File: config.mk
export PLATFORM = sky130hd
export DESIGN_NAME = fetch_unit
export DESIGN_NICKNAME = d
export VERILOG_FILES = /design/src/rtl/fetch_pkg.sv /design/src/rtl/if_id_reg.sv /design/src/rtl/fetch_unit.sv
export SDC_FILE = /design/constraint.sdc
export NUM_CORES = 1
export LEC_CHECK = 0
export CELL_PAD_IN_SITES_DETAIL_PLACEMENT = 1
export CELL_PAD_IN_SITES_GLOBAL_PLACEMENT = 1
export CORE_MARGIN = 2
export CORE_UTILIZATION = 50
export DETAILED_ROUTE_END_ITERATION = 10
export DONT_BUFFER_PORTS = 1
export HOLD_SLACK_MARGIN = 0.03
export PLACE_DENSITY = 0.92
export RECOVER_POWER = 50
export SLEW_MARGIN = 20
export SYNTH_ARGS = -nofsm -noshare
export SYNTH_HDL_FRONTEND = slang
export SYNTH_SLANG_ARGS = --single-unit
File: constraint.sdc
create_clock -name clk -period 5.1 [get_ports clk]
set_clock_uncertainty 0.15 [all_clocks]
set_input_delay 1.275 -clock clk [delete_from_list [all_inputs] [get_ports clk]]
set_output_delay 1.275 -clock clk [all_outputs]
set_load 0.05 [all_outputs]
File: src/rtl/fetch_pkg.sv
// Shared types and constants for the instruction-fetch stage.
package fetch_pkg;

  typedef enum logic [1:0] {
    FETCH,
    WAIT,
    HOLD,
    DRAIN
  } state_t;

  localparam logic [31:0] NOP_INSTR = 32'h0000_0013;
  localparam int unsigned PC_INCR   = 4;

endpackage

File: src/rtl/if_id_reg.sv
// IF/ID pipeline register: load wins over clear; otherwise contents hold.
// Clear drops only the valid bit, leaving the last word and PC visible.
module if_id_reg
  import fetch_pkg::*;
#(
  parameter int unsigned address_width = 32
) (
  input  logic                     clk,
  input  logic                     rst,
  input  logic                     load,
  input  logic                     clear,
  input  logic [address_width-1:0] instr_d,
  input  logic [address_width-1:0] pc_d,
  output logic [address_width-1:0] instr_o,
  output logic [address_width-1:0] pc_o,
  output logic                     valid_o
);

  always_ff @(posedge clk) begin
    if (rst) begin
      instr_o <= address_width'(NOP_INSTR);
      pc_o    <= '0;
      valid_o <= 1'b0;
    end else if (load) begin
      instr_o <= instr_d;
      pc_o    <= pc_d;
      valid_o <= 1'b1;
    end else if (clear) begin
      valid_o <= 1'b0;
    end
  end

endmodule

File: src/rtl/fetch_unit.sv
// Instruction-fetch stage: owns the PC, issues single-outstanding imem reads,
// buffers a response while decode stalls and squashes on taken redirects.
module fetch_unit
  import fetch_pkg::*;
#(
  parameter int unsigned          address_width = 32,
  parameter logic [address_width-1:0] RESET_PC  = '0
) (
  input  logic                     clk,
  input  logic                     rst,
  input  logic                     PCsrc,
  input  logic [address_width-1:0] ImmOp,
  input  logic                     stall,
  output logic                     imem_req,
  output logic [address_width-1:0] imem_addr,
  input  logic                     imem_valid,
  input  logic [address_width-1:0] imem_rdata,
  output logic [address_width-1:0] instr_o,
  output logic [address_width-1:0] pc_o,
  output logic [address_width-1:0] pc_plus4_o,
  output logic                     valid_o
);

  localparam logic [address_width-1:0] INCR = address_width'(PC_INCR);

  state_t                   state_q, state_d;
  logic [address_width-1:0] pc_q, pc_d;
  logic [address_width-1:0] req_pc_q, req_pc_d;
  logic [address_width-1:0] hold_instr_q, hold_instr_d;
  logic [address_width-1:0] hold_pc_q, hold_pc_d;

  logic                     redirect;
  logic                     accept;
  logic [address_width-1:0] target;
  logic                     load;
  logic [address_width-1:0] load_instr;
  logic [address_width-1:0] load_pc;

  assign redirect   = PCsrc & valid_o;
  assign accept     = ~stall | ~valid_o;
  assign target     = pc_o + ImmOp;
  assign imem_addr  = pc_q;
  assign pc_plus4_o = pc_o + INCR;

  always_ff @(posedge clk) begin
    if (rst) begin
      state_q      <= FETCH;
      pc_q         <= RESET_PC;
      req_pc_q     <= '0;
      hold_instr_q <= '0;
      hold_pc_q    <= '0;
    end else begin
      state_q      <= state_d;
      pc_q         <= pc_d;
      req_pc_q     <= req_pc_d;
      hold_instr_q <= hold_instr_d;
      hold_pc_q    <= hold_pc_d;
    end
  end

  always_comb begin
    state_d      = state_q;
    pc_d         = pc_q;
    req_pc_d     = req_pc_q;
    hold_instr_d = hold_instr_q;
    hold_pc_d    = hold_pc_q;
    load         = 1'b0;
    load_instr   = imem_rdata;
    load_pc      = req_pc_q;
    imem_req     = 1'b0;

    unique case (state_q)
      FETCH: begin
        if (redirect) begin
          pc_d = target;
        end else begin
          imem_req = 1'b1;
          req_pc_d = pc_q;
          pc_d     = pc_q + INCR;
          state_d  = WAIT;
        end
      end
      WAIT: begin
        if (imem_valid) begin
          if (redirect) begin
            pc_d    = target;
            state_d = FETCH;
          end else if (accept) begin
            load    = 1'b1;
            state_d = FETCH;
          end else begin
            hold_instr_d = imem_rdata;
            hold_pc_d    = req_pc_q;
            state_d      = HOLD;
          end
        end else if (redirect) begin
          // Response still in flight: it must be swallowed in DRAIN.
          pc_d    = target;
          state_d = DRAIN;
        end
      end
      HOLD: begin
        if (redirect) begin
          pc_d    = target;
          state_d = FETCH;
        end else if (accept) begin
          load       = 1'b1;
          load_instr = hold_instr_q;
          load_pc    = hold_pc_q;
          state_d    = FETCH;
        end
      end
      DRAIN: begin
        if (redirect) pc_d = target;
        if (imem_valid) state_d = FETCH;
      end
      default: state_d = FETCH;
    endcase

    if (rst) imem_req = 1'b0;
  end

  if_id_reg #(
    .address_width(address_width)
  ) u_if_id (
    .clk    (clk),
    .rst    (rst),
    .load   (load),
    .clear  (redirect | accept),
    .instr_d(load_instr),
    .pc_d   (load_pc),
    .instr_o(instr_o),
    .pc_o   (pc_o),
    .valid_o(valid_o)
  );

endmodule

==> results by group, run 1 <==
Cells and area
  – Most frequent cells in the layout: nand2_1, dfxtp_1, a21oi_1
  – Commonest non-fill, non-tap cell in the layout: nand2_1
  – FF/Latch Area: 3900 µm²
  – Area growth, synth to finish: 9.03%
  – Final #Nets: 1452
  – Share of layout cells above drive strength 1: between 5 and 6%
  – Multi-input logic area: 6000 µm²
  – Diode count: 0
  – Final instance area: 11300 µm²
  – Layout Utilization: a little under three fifths
  – Number of fill cells: 2524

Route
  – Residual DRC: 0
  – DR iter-0 viols: 822
  – DR vias/cell: 6.41
  – Routed Antenna Nets: 0
  – Via count: 10.4k
  – Drt pass-1 iters: 5
  – Wirelength per Cell: 22.6 µm
  – Drt total wl: 36800 µm

Synth
  – Share of the synthesized area in the top cell type: roughly 38%
  – Mapped cell area: 10300 µm²
  – Post-synth top area cell: dfxtp_1
  – Synth warn: 0
  – Cell count after synthesis: 1368
  – Seq cells post-synth: roughly 200
  – Average cell area after synthesis: 7.56 µm²
  – Net Count, Synth: 1476
  – Post-synth ARST share: 0%
  – Synth cell types: 62
  – Post-synth EDFFs: 0
  – Top post-synthesis cells by area: dfxtp_1, nand2_1, a21oi_1, a311oi_1, ha_1
  – Most used DFF post-synth: dfxtp_1
  – Post-synthesis sequential area ratio: 37.8%

Clocking
  – Hold-fix buffers, CTS: 0
  – Bufs on Longest Clock Path: 2
  – # resized after CTS: 0
  – Root buffer cell: clkbuf_16
  – TritonCTS buffer count: 17
  – Worst-path clk slew: 0.07 ns
  – Clk sinks: around 200
  – Setup Buffers After CTS: 0
  – Worst skew pair latency: 0.44 ns
  – CTS tree: yes
  – H-tree Lvls: 4

Global routing
  – Antenna violations before repair: 1
  – Total gr overflow: 0
  – First-pass GRT wire length: 58100 µm
  – Overall Global Routing Usage: about a third
  – Largest net degree at the start of global routing: 198
  – Vias in the first global route: 10.8k

Outcome
  – Status: finished with violations
  – Failing checks: capacitance limit, slew limit

STA
  – # setup viols final: 0
  – Final number of hold-violating endpoints: 0
  – Fin crit share: 93.4%
  – Final min period: 4.76 ns
  – Slew at the pin with the worst max-slew slack: 2.38 ns
  – Post-route worst setup slack: 0.338 ns
  – Setup TNS: 0 ns
  – RSZ-0062 raised after global routing: no
  – Max Clk Rate: 0.210 GHz
  – Worst rel slew slack: -58.4%
  – Count of final max-slew check failures: 147

Setup path
  – Worst Path Required: ~3.7 ns
  – CP Capture Type: output pin
  – Startpoint Class: register
  – Worst-path fanout max: 7
  – Crit Path Category: reg2out
  – Critical path arrival: 3.34 ns

Die
  – I/O Pins: 199
  – Core area: 20200 µm²
  – X dimension of the die: 148 µm
  – Die ar.: between 20000 and 25000 µm²
  – Site Rows: 52
  – Initial core utilization: 51.1%
  – Die Y-Extent: 148 µm

Placed design
  – GP Congestion: 0.936
  – Post-DP HPWL: 23700 µm
  – Post-DP Area: 10800 µm²
  – Buffers added on ports: 0
  – Pre-CTS WS: 1.00 ns

Hold path
  – HP Class: reg2reg

Power and ir drop
  – PD cells: 349 nW/µm²
  – VDD IR max: between 150 and 200 µV
  – Pleak: about 3.9 nW

Job
  – Max-cap violations: 4
power by group:
part	total (W)	internal (W)	leakage (nW)	switching, W
clock network	0.00143	0.000816	0.302	0.000612
logic	0.000710	0.000208	2.01	0.000501
registers	0.00179	0.00158	1.58	0.000209
total	0.00393	0.00261	3.89	0.00132
synthesized netlist by cell type, types with 4 or more instances:
cell        n
and4_1     10
dfxtp_1   195
nor4_1      5
nand4_1    21
a211oi_1   21
and3_1     15
inv_1      15
ha_1       38
nand2b_1   16
nor3_1     16
buf_2       4
xor2_1     28
nor2_1    115
o22ai_1     6
nor2b_1     5
a21o_1     10
clkbuf_1   92
buf_1       4
a311oi_1   62
nand2_1   312
xnor2_1    49
o21ai_0    30
nand3_1    92
a21oi_1   140
through the flow:
stage | total power, W | instances | hold slack [ns]
6_report | 0.00393 | 1627 | 0.306
5_1_grt | 0.00407 | 1627 | 0.325
4_1_cts | 0.00395 | 1627 | 0.305
3_5_place_dp | 0.00252 | 1595 | 0.295
3_3_place_gp | 0.00250 | 1595 | 0.288
2_1_floorplan | 0.00234 | 1368 | 0.287
per-layer routing:
| layer | wire [µm] | track usage (%) | part of all wire [%] | vias up |
|---|---|---|---|---|
| li1 | - | - | - | 4755 |
| met1 | 14700 | 41.5 | 40 | 5041 |
| met2 | 16900 | 53.0 | 46 | 505 |
| met3 | 3610 | 9.17 | 9.8 | 128 |
| met4 | 1470 | 15.7 | 4.0 | 0 |
| met5 | 0 | 0 | 0 | - |
critical path: stages (launching register included):
cell      delay, ns
dfxtp_1        0.31
clkbuf_1       0.83
nand4_1        0.44
nor3_1         0.40
and3_1         0.24
nand3_1        0.09
nor2_1         0.17
xor2_1         0.18
buf_4          0.23
cells by family (layout without fill, tap and decap cells):
group / after synthesis / count (layout) / share of synthesized area [%]
adder cells (fa/ha/maj): 39 / 39 / 4.79
AND/OR/NAND/NOR: 628 / 628 / 26.9
AO/OA/AOI/OAI: 309 / 309 / 19.4
multiplexers: 3 / 3 / 0.290
XOR/XNOR: 77 / 77 / 6.52
buffers and inverters: 117 / 106 / 4.37
flip-flops: 195 / 195 / 37.8
state kept, by name, indices dropped and copies added (netlist names):
signal and flops:
u_if_id.instr_o 32, req_pc_q 32, imem_addr 32, u_if_id.valid_o 1
hold_instr_q 32, state_q 2, u_if_id.pc_o 32, hold_pc_q 32
path summary, 6_finish.rpt:
path         slack, ns                to  cells past startpoint              from
max reg2reg       0.95      req_pc_q[23]                      6   u_if_id.valid_o
min               0.31  hold_instr_q[11]                      2  hold_instr_q[11]
min reg2reg       0.31  hold_instr_q[11]                      2  hold_instr_q[11]
max               0.34    pc_plus4_o[30]                      8  u_if_id.pc_o[21]
final cells by class:
class	count	share of cell area, %
clock buffers	21	4.17
clock inverters	11	1.32
multi-input cells	1056	53.2
inverters	15	0.499
flip-flops and latches	195	34.6
well taps	270	3.00
repair buffers	59	3.16
Power figures use the tool's default switching activity.
==> inputs of run 2 (changes only) <==
--- a/config.mk
+++ b/config.mk
@@ -11,9 +11,11 @@
 export CORE_UTILIZATION = 50
 export DETAILED_ROUTE_END_ITERATION = 10
 export DONT_BUFFER_PORTS = 1
+export GPL_TIMING_DRIVEN = 0
 export HOLD_SLACK_MARGIN = 0.03
 export PLACE_DENSITY = 0.92
 export RECOVER_POWER = 50
+export REMOVE_ABC_BUFFERS = 1
 export SLEW_MARGIN = 20
 export SYNTH_ARGS = -nofsm -noshare
 export SYNTH_HDL_FRONTEND = slang
==> results by group, run 2 (same netlist as run 1, synthesis figures left out) <==
Outcome
  – Status: finished with violations
  – Failing checks: capacitance limit, slew limit

STA
  – Setup TNS: 0 ns (unchanged)
  – Post-route worst setup slack: 0.0760 ns (-0.262 ns)
  – Count of final max-slew check failures: 57 (-61%)
  – Fin crit share: 98.5% (+5.1 points)
  – Final min period: 5.02 ns (+0.262 ns)
  – Worst rel slew slack: -49.0% (+9.4 points)
  – Slew at the pin with the worst max-slew slack: 2.24 ns (-0.141 ns)
  – # setup viols final: 0 (unchanged)
  – Max Clk Rate: 0.199 GHz (-5.2%)
  – Final number of hold-violating endpoints: 0 (unchanged)
  – RSZ-0062 raised after global routing: no

Route
  – Wirelength per Cell: 21.4 µm (-5.1%)
  – DR vias/cell: 6.27 (-2.2%)
  – Met3 Wirelength: 2520 µm (-30%)
  – Met2 routed WL: 16700 µm (-1.7%)
  – Drt pass-1 iters: 5 (unchanged)
  – Via count: 9900 (-5.1%)
  – DR iter-0 viols: 589 (-28%)
  – Top layer in use: met4
  – M1 WL: 13600 µm (-7.4%)
  – Residual DRC: 0 (unchanged)
  – Routed Antenna Nets: 0 (unchanged)
  – Drt total wl: 33900 µm (-7.8%)

Setup path
  – Worst Path Required: 3.67 ns (about the same)
  – CP Capture Type: output pin
  – Startpoint Class: register
  – Worst-path fanout max: 9 (+2)
  – Critical path arrival: 3.60 ns (+0.26 ns)
  – Crit Path Category: reg2out
  – R2R Setup Slk: 1.02 ns (+0.07 ns)

Clocking
  – Bufs on Longest Clock Path: 2 (unchanged)
  – TritonCTS buffer count: 17 (unchanged)
  – Clk sinks: 195 (unchanged)
  – Setup Buffers After CTS: 0 (unchanged)
  – Root buffer cell: clkbuf_16
  – Hold-fix buffers, CTS: 0 (unchanged)
  – Worst skew pair latency: 0.44 ns (about the same)
  – CTS tree: yes
  – Worst-path clk slew: 0.08 ns (about the same)
  – H-tree Lvls: 4 (unchanged)

Die
  – Die Y-Extent: 148 µm (unchanged)
  – X dimension of the die: 148 µm (unchanged)
  – Die ar.: 21800 µm² (unchanged)
  – I/O Pins: 199 (unchanged)
  – Site Rows: 52 (unchanged)
  – Core area: 20200 µm² (unchanged)
  – Initial core utilization: 51.1% (unchanged)

Power and ir drop
  – PD cells: 340 nW/µm² (-2.6%)
  – VDD IR max: 266 µV (+44%)
  – Pleak: 3.79 nW (-2.6%)

Placed design
  – GP Congestion: 0.887 (-5.3%)
  – Post-DP HPWL: 23000 µm (-3.1%)
  – Buffers added on ports: 0 (unchanged)
  – Pre-CTS WS: 0.0352 ns (-0.968 ns)
  – DP Cell Count: 1548 (-2.9%)

Cells and area
  – Finished Layout Cells: 1580 (-2.9%)
  – Layout Utilization: 55.1% (-0.58 points)
  – Final #Nets: 1405 (-3.2%)
  – Diode count: 0 (unchanged)
  – Commonest non-fill, non-tap cell in the layout: nand2_1
  – Number of fill cells: 2503 (-0.83%)
  – Area growth, synth to finish: 7.90%
  – Share of layout cells above drive strength 1: 5.57% (-0.25 points)
  – Most frequent cells in the layout: nand2_1, dfxtp_1, a21oi_1

Global routing
  – Antenna violations before repair: 0 (-1)
  – Vias in the first global route: 9995 (-7.3%)
  – Total gr overflow: 0 (unchanged)
  – Largest net degree at the start of global routing: 198 (unchanged)
  – Overall Global Routing Usage: 30.1% (-3.0 points)
  – First-pass GRT wire length: 52800 µm (-9.1%)

Hold path
  – HP Class: reg2reg

Job
  – Max-cap violations: 1 (-3)
-- run 2: cell count changes in the layout (fill, tap and decap cells not counted), moves of 5 or more --
cell / delta
dfxtp_1: -5
xnor2_2: +6
xor2_1: -7
clkbuf_1: -18
buf_4: -35
xnor2_1: -6
xor2_2: +7
inv_8: +5
dfxtp_2: +5
-- run 2: final timing paths --
path	from	endpoint	cells past startpoint
worst max-delay path	u_if_id.pc_o[4]	pc_plus4_o[21]	5
worst min-delay path	hold_instr_q[4]	hold_instr_q[4]	2
worst max register to register	u_if_id.pc_o[0]	imem_addr[30]	10
worst min register to register	hold_instr_q[4]	hold_instr_q[4]	2
-- run 2: timing repair --
action                     in CTS  in global routing
resized for setup               9                  7
setup endpoints to repair       9                  7
pin swaps                       0                  0
-- run 2: metrics by stage --
| step | instance area [µm²] | power [W] | hold WS, ns |
|---|---|---|---|
| 3_5_place_dp | 10500 | 0.00248 | 0.291 |
| 6_report | 11200 | 0.00379 | 0.303 |
| 3_3_place_gp | 10300 | 0.00245 | 0.286 |
| 4_1_cts | 11200 | 0.00380 | 0.303 |
| 5_1_grt | 11200 | 0.00392 | 0.320 |
| 2_1_floorplan | 9940 | 0.00231 | 0.281 |
-- run 2: layout make-up --
| type | instances | area (µm²) | area share (%) |
|---|---|---|---|
| Clock buffer | 18 | 429 | 3.85 |
| Multi-Input combinational cell | 1056 | 6120 | 54.8 |
| Inverter | 15 | 56.3 | 0.505 |
| Sequential cell | 195 | 3910 | 35.0 |
| Timing Repair Buffer | 12 | 169 | 1.51 |
| Tap cell | 270 | 338 | 3.03 |
| Clock inverter | 14 | 136 | 1.22 |
-- run 2: per-layer routing --
layer / up-vias / global-route usage [%]
li1: 4654 / -
met1: 4850 / 35.7
met2: 335 / 52.2
met3: 61 / 8.02
met4: 0 / 11.2
met5: - / 0
-- run 2: power breakdown --
group	internal [W]	switching, W
combinational	0.000191	0.000391
sequential	0.00158	0.000297
clock	0.000655	0.000671
total	0.00243	0.00136
-- run 2: critical path, cell delays in order, from the launching register on --
cell	delay, ns
dfxtp_1	0.89
and3_1	0.41
and4_4	0.35
nor2b_1	0.44
nand2_1	0.16
xnor2_1	0.89
==> inputs of run 3 (changes only) <==
--- a/config.mk
+++ b/config.mk
@@ -7,12 +7,13 @@
 export LEC_CHECK = 0
 export CELL_PAD_IN_SITES_DETAIL_PLACEMENT = 1
 export CELL_PAD_IN_SITES_GLOBAL_PLACEMENT = 1
-export CORE_MARGIN = 2
+export CORE_MARGIN = 5
 export CORE_UTILIZATION = 50
 export DETAILED_ROUTE_END_ITERATION = 10
 export DONT_BUFFER_PORTS = 1
 export GPL_TIMING_DRIVEN = 0
 export HOLD_SLACK_MARGIN = 0.03
+export MAX_ROUTING_LAYER = met4
 export PLACE_DENSITY = 0.92
 export RECOVER_POWER = 50
 export REMOVE_ABC_BUFFERS = 1
==> results by group, run 3 (same netlist as run 1, synthesis figures left out) <==
Route
  – Met2 routed WL: 17700 µm (+6.3%)
  – Wirelength per Cell: 22.5 µm (+5.0%)
  – DR iter-0 viols: 750 (+27%)
  – Via count: 10.0k (+1.1%)
  – Routed Antenna Nets: 0 (unchanged)
  – M1 WL: 14200 µm (+4.3%)
  – Residual DRC: 0 (unchanged)
  – Met3 Wirelength: 2370 µm (-6.1%)
  – Drt total wl: 35600 µm (+5.1%)
  – Drt pass-1 iters: 5 (unchanged)
  – Top layer in use: met4
  – DR vias/cell: 6.33 (+1.1%)

Cells and area
  – Commonest non-fill, non-tap cell in the layout: nand2_1
  – Number of fill cells: 2510 (+0.28%)
  – Finished Layout Cells: 1581 (+0.063%)
  – Share of layout cells above drive strength 1: 5.95% (+0.38 points)
  – Most frequent cells in the layout: nand2_1, dfxtp_1, a21oi_1
  – Layout Utilization: 55.4% (+0.27 points)
  – Diode count: 0 (unchanged)
  – Final #Nets: 1406 (+0.071%)
  – Area growth, synth to finish: 8.79%

Clocking
  – Worst skew pair latency: 0.44 ns (about the same)
  – Root buffer cell: clkbuf_16
  – Setup Buffers After CTS: 0 (unchanged)
  – Worst-path clk slew: 0.07 ns (about the same)
  – H-tree Lvls: 4 (unchanged)
  – Hold-fix buffers, CTS: 0 (unchanged)
  – Bufs on Longest Clock Path: 2 (unchanged)
  – Clk sinks: 195 (unchanged)
  – TritonCTS buffer count: 17 (unchanged)
  – CTS tree: yes

Global routing
  – Vias in the first global route: 10.2k (+2.3%)
  – Total gr overflow: 0 (unchanged)
  – First-pass GRT wire length: 55300 µm (+4.8%)
  – Antenna violations before repair: 0 (unchanged)
  – Largest net degree at the start of global routing: 198 (unchanged)
  – Overall Global Routing Usage: 29.5% (-0.65 points)

Die
  – I/O Pins: 199 (unchanged)
  – X dimension of the die: 154 µm (+4.1%)
  – Die Y-Extent: 154 µm (+4.1%)
  – Initial core utilization: 50.9% (-0.16 points)
  – Site Rows: 52 (unchanged)
  – Die ar.: 23700 µm² (+8.3%)
  – Core area: 20300 µm² (+0.32%)

Power and ir drop
  – PD cells: 344 nW/µm² (+1.2%)
  – Pleak: 3.83 nW (+1.2%)
  – VDD IR max: 234 µV (-12%)
  – Design Power: 0.00387 W (+2.1%)

STA
  – Final number of hold-violating endpoints: 0 (unchanged)
  – Worst rel slew slack: -63.8% (-15 points)
  – Count of final max-slew check failures: 102 (+79%)
  – Worst hold slack: 0.307 ns (+0.00343 ns)
  – Setup TNS: 0 ns (unchanged)
  – Fin crit share: 99.5% (+0.99 points)
  – Slew at the pin with the worst max-slew slack: 2.46 ns (+0.221 ns)
  – Max Clk Rate: 0.197 GHz (-1.0%)
  – Final min period: 5.07 ns (+0.0507 ns)
  – # setup viols final: 0 (unchanged)

Hold path
  – Hold Path Origin: hold_pc_q[8]
  – Hold Crit Depth: 2 (unchanged)
  – HP Class: reg2reg
  – Sink of the worst hold path: hold_pc_q[8]

Setup path
  – Critical path arrival: 3.65 ns (+0.05 ns)
  – R2R Path Start: state_q[0]
  – Worst Path Required: 3.67 ns (about the same)
  – CP Capture Type: output pin
  – FF-to-FF path depth: 7 (-3)
  – WP buf/inv: 0 (unchanged)
  – Crit path largest cell delay: 0.97 ns (+0.08 ns)
  – Crit path cell chain: and4_1 > nand4_1 > nor3_1 > and3_1 > nand3_1 > nor2_1 > xor2_2
  – Cell family with most CP delay: simple AND/OR/NAND/NOR gates
  – R2R Setup Slk: 0.99 ns (-0.03 ns)
  – Worst-path fanout max: 7 (-2)
  – Reg2reg end: u_if_id.pc_o[21]
  – Crit Path Category: reg2out
  – Startpoint Class: register
  – Slowest-stage cell, CP: dfxtp_1

Placed design
  – DP Cell Count: 1549 (+0.065%)
  – GP Congestion: 0.919 (+3.6%)
  – Buffers added on ports: 0 (unchanged)
  – Post-DP HPWL: 23900 µm (+4.0%)

Outcome
  – Status: finished with violations
  – Failing checks: capacitance limit, slew limit

Job
  – Max-cap violations: 2 (+1)
==> run 3: how the worst max path moves through the flow <==
stage,to,startpoint,slack (ns),cells after the start
6_report,pc_plus4_o[30],u_if_id.pc_o[18],0.03,7
5_1_grt,pc_plus4_o[30],u_if_id.pc_o[18],-0.10,7
4_1_cts,pc_plus4_o[23],u_if_id.pc_o[4],0.04,5
3_5_place_dp,imem_req,PCsrc,-0.02,3
3_3_place_gp,u_if_id.instr_o[0],stall,-7.93,6
2_1_floorplan,u_if_id.instr_o[0],stall,-2.75,5
==> run 3: repair_timing <==
action	in CTS	in global routing
setup endpoints to repair	12	10
cloned	0	0
gates resized for setup	9	10
==> run 3: cell type report <==
cell class,count,area [µm²],share of cell area [%]
inverters,15,56.3,0.501
multi-input cells,1056,6130,54.5
clock inverters,15,175,1.56
flip-flops and latches,195,3910,34.8
repair buffers,13,215,1.91
well taps,270,338,3.00
clock buffers,17,425,3.78
==> run 3: layer usage <==
layer | up-vias | GRT usage [%]
li1 | 4657 | -
met4 | 0 | 12.7
met5 | - | -
met2 | 363 | 49.0
met1 | 4913 | 34.5
met3 | 78 | 6.27
==> run 3: power breakdown <==
group / total, W / internal, W / switching (W)
sequential: 0.00188 / 0.00158 / 0.000298
combinational: 0.000598 / 0.000195 / 0.000403
clock: 0.00139 / 0.000738 / 0.000648
total: 0.00387 / 0.00252 / 0.00135
==> run 3: metrics by stage <==
step           setup slack [ns]  area (µm²)
3_5_place_dp            -0.0156       10600
6_report                 0.0253       11200
5_1_grt                  -0.102       11200
4_1_cts                  0.0404       11200
3_3_place_gp              -7.93       10300
2_1_floorplan             -2.75        9940
==> run 3: worst reg2reg max path: stages, from the launching register on <==
cell	delay (ns)
dfxtp_1	0.35
inv_1	0.19
ha_4	0.47
nand2b_1	0.23
and3_1	1.85
buf_16	0.33
nor2_1	0.12
a311oi_1	0.31
